### src/rtl/adc_tx_scheduler.sv
// adc_tx_scheduler: round-robin arbiter that frames one of four ADC/FFT payloads into the
// 4-byte UART response and handshakes with the TX framer. Define ADC_TX_STAT_EN for frame/timeout counters.
module adc_tx_scheduler #(
   parameter int unsigned TIMEOUT_CYC = 2_500_000,
   parameter int unsigned GAP_CYC     = 16,
   parameter int unsigned TO_W        = 22
) (
   input  logic        clk_50m,
   input  logic        rst,
   input  logic        en,
   input  logic [3:0]  req,
   input  logic [13:0] Data_O_AD9244,
   input  logic [13:0] Data_O_AD9244_1,
   input  logic [27:0] Data_send_FFT,
   input  logic [27:0] Data_send_FFT_1,
   input  logic        tx_done,
   input  logic        err_clr,
   output logic [3:0]  ack,
   output logic [7:0]  DataTX_1,
   output logic [7:0]  DataTX_2,
   output logic [7:0]  DataTX_3,
   output logic [7:0]  DataTX_4,
   output logic        EnTxData,
   output logic        busy,
`ifdef ADC_TX_STAT_EN
   output logic [15:0] frame_cnt,
   output logic [7:0]  to_cnt,
`endif
   output logic        err_timeout
);

   localparam int unsigned GAP_LAST = (GAP_CYC == 0) ? 0 : GAP_CYC - 1;
   localparam int unsigned GAP_W    = (GAP_LAST > 0) ? $clog2(GAP_LAST + 1) : 1;
   localparam logic [TO_W-1:0]  TO_LAST_V  = TO_W'(TIMEOUT_CYC - 1);
   localparam logic [GAP_W-1:0] GAP_LAST_V = GAP_W'(GAP_LAST);

   typedef enum logic [2:0] {S_IDLE, S_LOAD, S_SEND, S_WAIT, S_GAP} state_t;

   state_t           state_q;
   logic [1:0]       rr_q;
   logic [3:0]       ack_q;
   logic [7:0]       tx1_q, tx2_q, tx3_q, tx4_q;
   logic             en_tx_q;
   logic             err_q;
   logic [TO_W-1:0]  wait_cnt_q;
   logic [GAP_W-1:0] gap_cnt_q;

   logic             grant_vld;
   logic [1:0]       grant_idx;
   logic [27:0]      payload;
   logic             wait_ok;
   logic             wait_to;

   // Scan from the highest offset down so the source nearest the pointer wins.
   always_comb begin
      grant_vld = 1'b0;
      grant_idx = 2'd0;
      for (int i = 3; i >= 0; i--) begin
         if (req[rr_q + 2'(i)]) begin
            grant_vld = 1'b1;
            grant_idx = rr_q + 2'(i);
         end
      end
   end

   always_comb begin
      case (grant_idx)
         2'd0:    payload = {14'd0, Data_O_AD9244};
         2'd1:    payload = {14'd0, Data_O_AD9244_1};
         2'd2:    payload = Data_send_FFT;
         default: payload = Data_send_FFT_1;
      endcase
   end

   // A tx_done on the final count still counts as a delivered frame.
   assign wait_ok = (state_q == S_WAIT) && tx_done;
   assign wait_to = (state_q == S_WAIT) && !tx_done && (wait_cnt_q == TO_LAST_V);

   always_ff @(posedge clk_50m) begin
      if (rst) begin
         state_q    <= S_IDLE;
         rr_q       <= 2'd0;
         ack_q      <= 4'd0;
         tx1_q      <= 8'd0;
         tx2_q      <= 8'd0;
         tx3_q      <= 8'd0;
         tx4_q      <= 8'd0;
         en_tx_q    <= 1'b0;
         err_q      <= 1'b0;
         wait_cnt_q <= '0;
         gap_cnt_q  <= '0;
      end else begin
         ack_q   <= 4'd0;
         en_tx_q <= 1'b0;
         if (err_clr) begin
            err_q <= 1'b0;
         end
         case (state_q)
            S_IDLE: begin
               // Capture on the grant edge so ack and the frame bytes appear together in LOAD.
               if (en && grant_vld) begin
                  state_q <= S_LOAD;
                  ack_q   <= 4'b0001 << grant_idx;
                  rr_q    <= grant_idx + 2'd1;
                  tx1_q   <= {2'b10, grant_idx, payload[27:24]};
                  tx2_q   <= payload[23:16];
                  tx3_q   <= payload[15:8];
                  tx4_q   <= payload[7:0];
               end
            end
            S_LOAD: begin
               state_q <= S_SEND;
               en_tx_q <= 1'b1;
            end
            S_SEND: begin
               state_q    <= S_WAIT;
               wait_cnt_q <= '0;
            end
            S_WAIT: begin
               if (wait_ok || wait_to) begin
                  state_q   <= S_GAP;
                  gap_cnt_q <= '0;
                  if (wait_to) begin
                     err_q <= 1'b1;
                  end
               end else begin
                  wait_cnt_q <= wait_cnt_q + TO_W'(1);
               end
            end
            S_GAP: begin
               if (gap_cnt_q == GAP_LAST_V) begin
                  state_q <= S_IDLE;
               end else begin
                  gap_cnt_q <= gap_cnt_q + GAP_W'(1);
               end
            end
            default: state_q <= S_IDLE;
         endcase
      end
   end

`ifdef ADC_TX_STAT_EN
   logic [15:0] frame_cnt_q;
   logic [7:0]  to_cnt_q;

   always_ff @(posedge clk_50m) begin
      if (rst) begin
         frame_cnt_q <= 16'd0;
         to_cnt_q    <= 8'd0;
      end else begin
         if (wait_ok) begin
            frame_cnt_q <= frame_cnt_q + 16'd1;
         end
         if (wait_to) begin
            if (to_cnt_q != 8'hFF) begin
               to_cnt_q <= to_cnt_q + 8'd1;
            end
         end else if (err_clr) begin
            to_cnt_q <= 8'd0;
         end
      end
   end

   assign frame_cnt = frame_cnt_q;
   assign to_cnt    = to_cnt_q;
`endif

   assign ack         = ack_q;
   assign DataTX_1    = tx1_q;
   assign DataTX_2    = tx2_q;
   assign DataTX_3    = tx3_q;
   assign DataTX_4    = tx4_q;
   assign EnTxData    = en_tx_q;
   assign busy        = (state_q != S_IDLE);
   assign err_timeout = err_q;

endmodule

### config.mk
export PLATFORM = sky130hd
export DESIGN_NAME = adc_tx_scheduler
export DESIGN_NICKNAME = d
export VERILOG_FILES = /design/src/rtl/adc_tx_scheduler.sv
export SDC_FILE = /design/constraint.sdc
export NUM_CORES = 1
export LEC_CHECK = 0
export BUFFER_PORTS_ARGS = -buffer_cell sky130_fd_sc_hd__buf_2
export CORE_MARGIN = 5
export CORE_UTILIZATION = 45
export CTS_BUF_LIST = sky130_fd_sc_hd__clkbuf_8
export CTS_CLUSTER_DIAMETER = 100
export DETAILED_ROUTE_END_ITERATION = 10
export PLACE_DENSITY = 0.83
export SLEW_MARGIN = 30
export SYNTH_ARGS = -nofsm -noshare
export SYNTH_HDL_FRONTEND = slang
export SYNTH_SLANG_ARGS = --single-unit
export TNS_END_PERCENT = 10
### constraint.sdc
create_clock -name clk_50m -period 3.6 [get_ports clk_50m]
set_input_delay 0.36 -clock clk_50m [delete_from_list [all_inputs] [get_ports clk_50m]]
set_output_delay 0.36 -clock clk_50m [all_outputs]
set_load 0.01 [all_outputs]
==> results.md <==
- Status: finished clean
- CTS hold repair buffers: 0
- Setup TNS: 0 ns
- PortBufs: 130
- # clock sinks: 68
- RR Startpoint: rr_q[0]$_SDFFE_PP0P_
- CP required: 3.86 ns
- Power Dens Cells: 450.0 nW/µm²
- Layout filler cell count: 691
- Tmin final: 2.897 ns
- Mapped Avg Cell Area: 8.143 µm²
- Startpoint Class: register
- CTS clk-pin slew, worst paths: 0.09 ns
- P&R area growth vs syn: 24.58%
- Max Slew Vio Count: 0
- Number of global-route vias before repair: 3698
- Share of layout cells above drive strength 1: 29.80%
- Die area: 9584 µm²
- Worst vdd ir: 0.0002352 V
- Slew HR: 39.80%
- Most frequent cells in the layout: 130 x buf_2, 68 x dfxtp_1, 68 x nand2_1
- Iter 0 DRT Violations: 196
- First-pass GRT wire length: 16770 µm
- Min-delay worst type: in -> reg
- Multi-input logic area: 1929 µm²
- CTS HTree Levels: 3
- Setup WS post-layout: 0.7028 ns
- Setup violators final: 0
- Die span in x: 97.90 µm
- Core area: 7607 µm²
- Via count: 3767
- Sequential element share of the synthesized area: 39.15%
- P_leak: 1.806 nW
- Post-CTS setup buffers: 0
- Initial antenna violation count: 0
- Post-Route Skew: 0.01256 ns
- Placer Congestion: 0.8701
- Avg Vias per Cell: 5.804
- Clk_lat worst skew: 0.35 ns
- Crit path kind: reg -> reg
- Clock tree buffer depth: 2
- Rows: 32
- Place WS: 0.6945 ns
- Final wirelength: 10040 µm
- CTS tree: built
- Post-synth EDFFs: 0
- DRT Pass-1 Iters: 5
- Final net count: 641
- Warnings, synthesis: 0
- Initial core utilization: 45.71%
- Boundary Pins: 132
- Overflow after GRT: 0
- Root Buffer: clkbuf_8
- Hold path start: Data_send_FFT[18]
- Netlist Area Pre-Place: 3477 µm²
- Worst EP arrival: 3.16 ns
- RSZ-0062 raised after global routing: false
- Crit. End Element: register
- Commonest non-fill, non-tap cell in the layout: buf_2
- Max Cap Viol: 0
- Post-CTS sizing: 0
- Register Area: 1361 µm²
- Wirelength per Cell: 15.47 µm
- Synth async-reset ratio: 0%
- DRC viols: 0
- FMAX: 0.3452 GHz
- Antenna diodes: 0
- Fin crit share: 80.48%
- Seq cells post-synth: 68
- Die span in y: 97.90 µm
- Final Util: 56.94%
- Syn Inst Count: 427
- Gr usage total: 20.69%
- Worst setup path start: rr_q[0]$_SDFFE_PP0P_
- Final Hold Fails: 0
- WHS: 0.3122 ns
- Top FF cell, synth: dfxtp_1
- Largest net degree at the start of global routing: 47
- Yosys cell types: 56
- Detailed placement HPWL: 7330 µm
- Slew @ Worst Pin: 0.9012 ns
- Syn Nets: 526
- CTS buffer count: 9
- Crit path max fanout: 43
- Post-DRT Antenna Nets: 0
==> kinds of logic after synthesis <==
family          Yosys count  share of synthesized area [%]
other cells               1                         0.1078
flops                    68                          39.15
simple gates            187                          27.28
compound gates          119                          23.89
xor+xnor                  2                         0.5039
mux                       5                          1.475
fa+ha+maj                 6                          2.159
buf+inv                  39                          5.433
==> where the power goes <==
part	internal (mW)	switching (mW)	leakage [nW]	total, mW
combinational	0.187	0.278	1.16	0.465
clock	0.323	0.313	0.0923	0.636
sequential	0.808	0.0398	0.554	0.848
==> cell type report <==
| cell class | count | share of cell area [%] |
|---|---|---|
| inverters | 9 | 0.7799 |
| well taps | 102 | 2.946 |
| repair buffers | 134 | 15.71 |
| flip-flops and latches | 68 | 31.43 |
| multi-input cells | 320 | 44.54 |
| clock inverters | 7 | 1.733 |
| clock buffers | 9 | 2.860 |
==> metrics by stage <==
step,total power [mW],std cells,cell area (µm²)
5_1_grt,2.050,649,4332
3_5_place_dp,1.322,633,4130
3_3_place_gp,1.309,633,4130
2_1_floorplan,1.161,427,3477
6_report,1.949,649,4332
4_1_cts,1.957,649,4329
==> critical path, stage by stage (launching register included) <==
cell and delay (ns):
dfxtp_1 0.35, nand2b_1 0.17, nor2b_1 0.14, o22ai_1 0.34, inv_1 0.18, ha_1 0.24, buf_4 0.25, nor2b_1 0.74
a221oi_1 0.20, nor3_1 0.18
==> final timing paths <==
path	end	slack, ns	cells after the start
hold / removal	DataTX_2[2]$_SDFFE_PP0P_	0.31	3
setup reg to reg	DataTX_2[1]$_SDFFE_PP0P_	0.70	9
hold reg to reg	DataTX_3[4]$_SDFFE_PP0P_	0.46	2
setup / recovery	DataTX_2[1]$_SDFFE_PP0P_	0.70	9
==> flip-flops by register name (all words and copies together) (netlist names) <==
name	count
DataTX_1	7
DataTX_2	8
DataTX_3	8
DataTX_4	8
EnTxData	1
ack	4
err_timeout	1
gap_cnt_q	4
rr_q	2
state_q	3
wait_cnt_q	22
==> synth_stat cells, types with 4 or more instances <==
cell type,instances,share of area [%]
a221oi_1,14,3.5
nand2_1,69,7.4
a222oi_1,14,4.0
dfxtp_1,68,39
a21oi_1,38,5.5
nand3_1,10,1.4
clkbuf_1,21,2.3
ha_1,6,2.2
and2_1,5,0.90
nor2_1,31,3.3
inv_1,8,0.86
buf_6,4,1.3
a2111o_1,4,1.3
mux2i_1,4,1.2
or3_1,10,1.8
or4_1,7,1.5
nand4_1,9,1.6
nor3_1,21,3.0
o21ai_0,22,3.2
o31ai_1,5,1.1
==> metal layers <==
metal	wire (µm)	vias up	part of all wire [%]	GRT usage (%)
met5	0	-	0	0
met4	135	0	1.3	6.390
met2	5043	191	50	36.34
li1	-	1818	-	-
met1	3927	1741	39	24.36
met3	931	17	9.3	5.857
Note: power is estimated with default switching activity, not from simulation.
